`src/rtl/fa_using_ha.sv`:
```
// rtl/fa_using_ha.sv - registered ripple-carry adder built from half-adder pairs
//
// half_adder  : s = x ^ y, c = x & y
//   x, y      in   operand bits
//   s, c      out  sum and carry
//
// fa_using_ha : WIDTH-bit registered adder, {carry_out, sum_out} = a_in + b_in + c_in
//   clk       in   clock, rising edge
//   rst_n     in   asynchronous active-low reset
//   in_valid  in   capture a_in/b_in/c_in result this cycle
//   a_in      in   [WIDTH-1:0] operand A, unsigned
//   b_in      in   [WIDTH-1:0] operand B, unsigned
//   c_in      in   carry into bit 0
//   sum_out   out  [WIDTH-1:0] registered sum
//   carry_out out  registered carry out of the top bit
//   out_valid out  one-cycle pulse per captured result

module half_adder (
    input  logic x,
    input  logic y,
    output logic s,
    output logic c
);

    assign s = x ^ y;
    assign c = x & y;

endmodule

module fa_using_ha #(
    parameter int WIDTH = 1
) (
    input  logic             clk,
    input  logic             rst_n,
    input  logic             in_valid,
    input  logic [WIDTH-1:0] a_in,
    input  logic [WIDTH-1:0] b_in,
    input  logic             c_in,
    output logic [WIDTH-1:0] sum_out,
    output logic             carry_out,
    output logic             out_valid
);

    // k[i] is the carry into bit i; k[WIDTH] is the final carry.
    logic [WIDTH:0]   k;
    logic [WIDTH-1:0] sum_c;

    assign k[0] = c_in;

    for (genvar gi = 0; gi < WIDTH; gi++) begin : g_bit
        logic p;   // propagate: a ^ b
        logic g;   // generate: a & b
        logic t;   // carry produced by adding the incoming carry to p

        half_adder u_ha1 (
            .x (a_in[gi]),
            .y (b_in[gi]),
            .s (p),
            .c (g)
        );

        half_adder u_ha2 (
            .x (p),
            .y (k[gi]),
            .s (sum_c[gi]),
            .c (t)
        );

        // g and t can never both be 1, so OR is an exact carry merge.
        assign k[gi+1] = g | t;
    end

    // Result registers only load when in_valid is set, so whatever sits on
    // the operand inputs during idle cycles cannot reach the outputs.
    always_ff @(posedge clk or negedge rst_n) begin
        if (!rst_n) begin
            sum_out   <= '0;
            carry_out <= 1'b0;
            out_valid <= 1'b0;
        end else begin
            out_valid <= in_valid;
            if (in_valid) begin
                sum_out   <= sum_c;
                carry_out <= k[WIDTH];
            end
        end
    end

endmodule

```
`config.mk`:
```
export PLATFORM = sky130hd
export DESIGN_NAME = fa_using_ha
export DESIGN_NICKNAME = d
export VERILOG_FILES = /design/src/rtl/fa_using_ha.sv
export SDC_FILE = /design/constraint.sdc
export NUM_CORES = 1
export LEC_CHECK = 0
export BUFFER_PORTS_ARGS = -buffer_cell sky130_fd_sc_hd__clkbuf_2
export CORE_AREA = 2 2 39 41
export CTS_CLUSTER_SIZE = 24
export DETAILED_ROUTE_END_ITERATION = 6
export DIE_AREA = 0 0 41 43
export SLEW_MARGIN = 20
export SYNTH_ARGS = -nofsm -noshare
export SYNTH_HDL_FRONTEND = slang
export SYNTH_SLANG_ARGS = --single-unit
```
`constraint.sdc`:
```
create_clock -name clk -period 0.9 [get_ports clk]
set_clock_uncertainty 0.05 [all_clocks]
set_input_delay 0.18 -clock clk [delete_from_list [all_inputs] [get_ports clk]]
set_output_delay 0.18 -clock clk [all_outputs]
set_load 0.01 [all_outputs]
```
==> results.json, run 1 <==
{
  "port_buffers": 8,
  "clk_latency_ns": 0.23,
  "chipHeight_um": 43,
  "hold-path-endpoint": "out_valid",
  "crit_arrival_ns": 0.74,
  "synth_nets": 13,
  "r2r_start": "sum_out",
  "worstPathCellList": "clkbuf_2",
  "setup_violations": 5,
  "maxCapViolations": 0,
  "wirelength_um": 282,
  "grt_pass1_wl_um": 469,
  "hold_slack_ns": 0.0679,
  "clkTransAtPathRegs_ns": 0.04,
  "multi_input_area_um2": 52.6,
  "ff2ff_path_depth": 2,
  "hold_path.startpoint": "in_valid",
  "die_w_um": 41,
  "slew_violations": 0,
  "drc": 0,
  "fin_setup_tns_ns": -0.187,
  "ys_top_cells_by_area": "dfrtp_1 64%, mux2_2 19%, fa_1 17%",
  "diodes": 0,
  "coreArea_mm2": 0.00138,
  "via_count": 107,
  "track_usage_pct": 4.95,
  "wire_per_inst_um": 7.62,
  "clock_path_buffers": 2,
  "r2r_end": "sum_out",
  "place_congestion": 0.576,
  "vias_per_cell": 2.89,
  "worstPathRequired_ns": 0.67,
  "tightest_slew_ns": 0.0916,
  "final_nets": 29,
  "power_density_mw_per_mm2": 2060,
  "worst_slack_ns": -0.0659,
  "rows": 14,
  "vdd_drop_max_mv": 0.377,
  "ys_seq_area_share_pct": 63.8,
  "drt_iter0_drc": 1,
  "grt_start_max_net_pins": 4,
  "min_period_over_period_pct": 107,
  "r2r_slack_ns": -0.02,
  "n_fill_cell": 154,
  "grt_overflow": 0,
  "grt_pass1_vias": 117,
  "critPathBufInv": 1,
  "max_stage_delay_ns": 0.37,
  "power.leakage_nw": 0.121,
  "crit_slowest_cell": "dfrtp_1",
  "ys_warn_count": 0,
  "yosysTopAreaCell": "dfrtp_1",
  "grt_antenna_before_repair": 0,
  "cts.sinks": 3,
  "die_area_mm2": 0.00176,
  "hp-class": "primary input to flip-flop",
  "timing.fmax_mhz": 1040,
  "critPathTopFamily": "flip-flops",
  "syn-mean-instance-area_um2": 19.6,
  "drive_gt1_share_pct": 76.2,
  "endpoint_kind": "primary output",
  "ys_types": 3,
  "num_io_pins": 9,
  "initial_core_util_pct": 8.50,
  "startpoint_type": "flip-flop",
  "worstSetupPathType": "flip-flop to primary output",
  "violations": "setup timing",
  "drtPass1Iterations": 2,
  "synth_cells": 6,
  "netlist_area_um2": 118,
  "synth_top_area_share_pct": 63.8,
  "outcome": "complete, but fails checks",
  "cts_buffers": 3,
  "hold_depth": 1,
  "seq_area_um2": 75.1,
  "finalCriticalPeriod_ns": 0.966,
  "cts_tree": "yes",
  "cts-htree-levels": 1,
  "synth_seq_cells": 3,
  "finalHoldViolations": 0,
  "cp_max_fo": 2,
  "ant_nets": 0,
  "rsz0062_at_grt": "true",
  "power_mw": 0.500,
  "area_delta_synth_final_pct": 106,
  "clock-root-buffer": "clkbuf_4",
  "slew_headroom_pct": 93.9
}
[power by group]
part / internal, mW / switching, mW
Combinational: 0.0672 / 0.0367
Clock: 0.166 / 0.0687
Sequential: 0.153 / 0.00827
[registers in the layout (all words and copies together) (netlist names)]
| register | flops |
|---|---|
| carry_out | 1 |
| out_valid | 1 |
| sum_out | 1 |
[Yosys cell counts]
| cell type | count |
|---|---|
| dfrtp_1 | 3 |
| fa_1 | 1 |
| mux2_2 | 2 |
[stage by stage]
step,instances,worst slack (ns),utilization [%],instance area (µm²)
2_1_floorplan,6,-0.136,-,124
3_3_place_gp,30,-0.257,13.3,184
3_5_place_dp,30,-0.267,13.3,184
4_1_cts,37,-0.0661,17.3,239
5_1_grt,37,-0.103,17.5,243
6_report,37,-0.0659,17.5,243
[layout by cell type (no fill, tap or decap)]
cell type / count
buf_4: 1
clkbuf_2: 8
dfrtp_1: 3
clkbuf_4: 3
mux2_4: 2
buf_6: 1
dlygate4sd3_1: 1
fa_2: 1
clkbuf_1: 1
[layer usage]
metal	share of wire, %	GRT usage [%]	up-vias
li1	-	-	49
met1	45	5.57	45
met2	33	4.38	11
met3	17	3.14	2
met4	5.0	8.00	0
met5	0	0	-
[kinds of logic after synthesis]
kind of cell             count (synthesis)  share of synthesized area [%]
adder cells (fa/ha/maj)                  1                           17.0
multiplexers                             2                           19.1
flip-flops                               3                           63.8
[repair_timing]
item / CTS / global route
hold endpoints to repair: 3 / 0
pin swaps: 1 / 0
hold buffers: 1 / 0
setup endpoints to repair: 4 / 5
setup buffers: 2 / 0
resized for setup: 1 / 1
[cell type report]
type	count	share of cell area [%]
Multi-Input combinational cell	3	21.6
Timing Repair Buffer	11	28.4
Sequential cell	3	30.9
Tap cell	16	8.25
Clock buffer	4	10.8
[how the worst max path moves through the flow]
| stage | start | to | slack (ns) | cells past startpoint |
|---|---|---|---|---|
| 2_1_floorplan | a_in | sum_out | -0.14 | 2 |
| 3_3_place_gp | a_in | sum_out | -0.26 | 3 |
| 3_5_place_dp | a_in | sum_out | -0.27 | 3 |
| 4_1_cts | sum_out | sum_out | -0.07 | 1 |
| 5_1_grt | sum_out | sum_out | -0.10 | 1 |
| 6_report | carry_out | carry_out | -0.07 | 1 |
Note: power is estimated with default switching activity, not from simulation.
==> run 2, diff against run 1 <==
--- a/config.mk
+++ b/config.mk
@@ -6,10 +6,13 @@
 export NUM_CORES = 1
 export LEC_CHECK = 0
 export BUFFER_PORTS_ARGS = -buffer_cell sky130_fd_sc_hd__clkbuf_2
+export CELL_PAD_IN_SITES_DETAIL_PLACEMENT = 1
+export CELL_PAD_IN_SITES_GLOBAL_PLACEMENT = 1
 export CORE_AREA = 2 2 39 41
 export CTS_CLUSTER_SIZE = 24
 export DETAILED_ROUTE_END_ITERATION = 6
 export DIE_AREA = 0 0 41 43
+export PLACE_DENSITY_LB_ADDON = 0.1
 export SLEW_MARGIN = 20
 export SYNTH_ARGS = -nofsm -noshare
 export SYNTH_HDL_FRONTEND = slang
==> run 2 against run 1 <==
Effect of this change:
- the flow still finishes with violations (setup timing)
- first-iteration DRC count fell by 100%
- global-route usage fell by 0.22 points
- register-to-register slack barely moved
- highest routed layer is now met3
==> results.json, run 2 (synthesis gave the netlist of run 1 again) <==
{
  "timing.fmax_mhz": 1050,
  "drtPass1Iterations": 1,
  "grt_pass1_vias": 120,
  "area_delta_synth_final_pct": 109,
  "hold_slack_ns": 0.0707,
  "cts_buffers": 3,
  "grt_start_max_net_pins": 4,
  "power_density_mw_per_mm2": 2020,
  "drive_gt1_share_pct": 76.2,
  "final_cell_mix": "7 x clkbuf_2, 3 x dfrtp_1, 3 x clkbuf_4, 2 x mux2_4, 2 x buf_4",
  "power.leakage_nw": 0.122,
  "comb_power_share_pct": 20.9,
  "multi_input_area_um2": 52.6,
  "place_congestion": 0.577,
  "port_buffers": 8,
  "clock-root-buffer": "clkbuf_4",
  "grt_overflow": 0,
  "drt_iter0_drc": 0,
  "track_usage_pct": 4.73,
  "hp-class": "primary input to flip-flop",
  "min_period_over_period_pct": 106,
  "rsz0062_at_grt": "true",
  "ff2ff_path_depth": 2,
  "die_area_mm2": 0.00176,
  "maxCapViolations": 0,
  "wire_per_inst_um": 8.14,
  "dpl.cell_count": 30,
  "crit_arrival_ns": 0.72,
  "outcome": "complete, but fails checks",
  "final_common_cell": "clkbuf_2",
  "startpoint_type": "flip-flop",
  "p_switching_mw": 0.111,
  "worstSetupEndpoint": "sum_out",
  "seq_area_um2": 75.1,
  "vias_per_cell": 2.95,
  "worstPathRequired_ns": 0.67,
  "violations": "setup timing",
  "tightest_slew_ns": 0.0927,
  "clock_path_buffers": 2,
  "finalHoldViolations": 0,
  "coreArea_mm2": 0.00138,
  "r2r_slack_ns": -0.02,
  "endpoint_kind": "primary output",
  "wirelength_um": 301,
  "cp-startpoint": "sum_out",
  "pre_cts_slack_ns": -0.273,
  "initial_core_util_pct": 8.50,
  "pwr-share-seq_pct": 32.2,
  "diodes": 0,
  "critPathTopFamily": "flip-flops",
  "slew_violations": 0,
  "cp_max_fo": 2,
  "max_stage_delay_ns": 0.36,
  "chipHeight_um": 43,
  "n_fill_cell": 155,
  "clkTransAtPathRegs_ns": 0.04,
  "critPathBufInv": 1,
  "ant_nets": 0,
  "die_w_um": 41,
  "slew_headroom_pct": 93.8,
  "clk_latency_ns": 0.23,
  "vdd_drop_max_mv": 0.358,
  "worst_slack_ns": -0.0508,
  "num_io_pins": 9,
  "cts-htree-levels": 1,
  "cts.sinks": 3,
  "rows": 14,
  "via_count": 109,
  "final_nets": 29,
  "r2r_start": "carry_out",
  "power_mw": 0.496,
  "crit_slowest_cell": "dfrtp_1",
  "cts_tree": "yes",
  "reg_top3": "carry_out: 1 flops, out_valid: 1 flops, sum_out: 1 flops",
  "swShare_pct": 22.3,
  "grt_pass1_wl_um": 441,
  "fin_util_pct": 17.7,
  "grt_antenna_before_repair": 0,
  "fin_cells": 37,
  "p_clk_share_pct": 46.9,
  "drc": 0,
  "worstSetupPathType": "flip-flop to primary output",
  "crit_cells": 1,
  "r2r_end": "carry_out",
  "finalCriticalPeriod_ns": 0.951,
  "worstPathCellList": "clkbuf_2",
  "setup_violations": 5,
  "p_int_mw": 0.385
}
## run 2: repair_timing
item | CTS | global route
pin swaps | 1 | 1
setup endpoints to repair | 4 | 5
setup buffers | 2 | 0
endpoints found under the hold margin | 3 | 0
hold buffers | 1 | 0
resized for setup | 1 | 1
## run 2: final cells by class
cell class	instances	share of cell area [%]
Clock buffer	4	10.7
Sequential cell	3	30.6
Tap cell	16	8.16
Timing Repair Buffer	11	29.1
Multi-Input combinational cell	3	21.4
## run 2: layer usage
layer  vias to the layer above  track usage, %  part of all wire [%]
li1                         50               -                     -
met1                        50            4.87                    45
met2                         9            4.38                    39
met3                         0            4.71                    16
met4                         0            6.00                     0
met5                         -               0                     0
## run 2: stage by stage
stage | instance area [µm²] | TNS, ns
after detailed placement | 184 | -0.458
after global placement | 184 | -0.451
final | 245 | -0.172
after CTS | 239 | -0.218
after floorplan | 124 | -0.187
after global routing | 245 | -0.308
## run 2: worst min-delay path by stage
stage / to / from / depth (start not counted)
floorplan: carry_out / rst_n / 0
global placement: carry_out / rst_n / 1
detailed placement: out_valid / rst_n / 1
CTS: out_valid / in_valid / 1
global route: out_valid / in_valid / 1
finish: out_valid / in_valid / 1
## run 2: power by group through the flow
stage          logic [mW]  clock network, mW  registers [mW]
2_1_floorplan      0.0217                  0           0.170
3_3_place_gp       0.0703                  0           0.164
3_5_place_dp       0.0703                  0           0.164
4_1_cts             0.103              0.245           0.160
5_1_grt             0.113              0.259           0.162
6_report            0.103              0.232           0.160
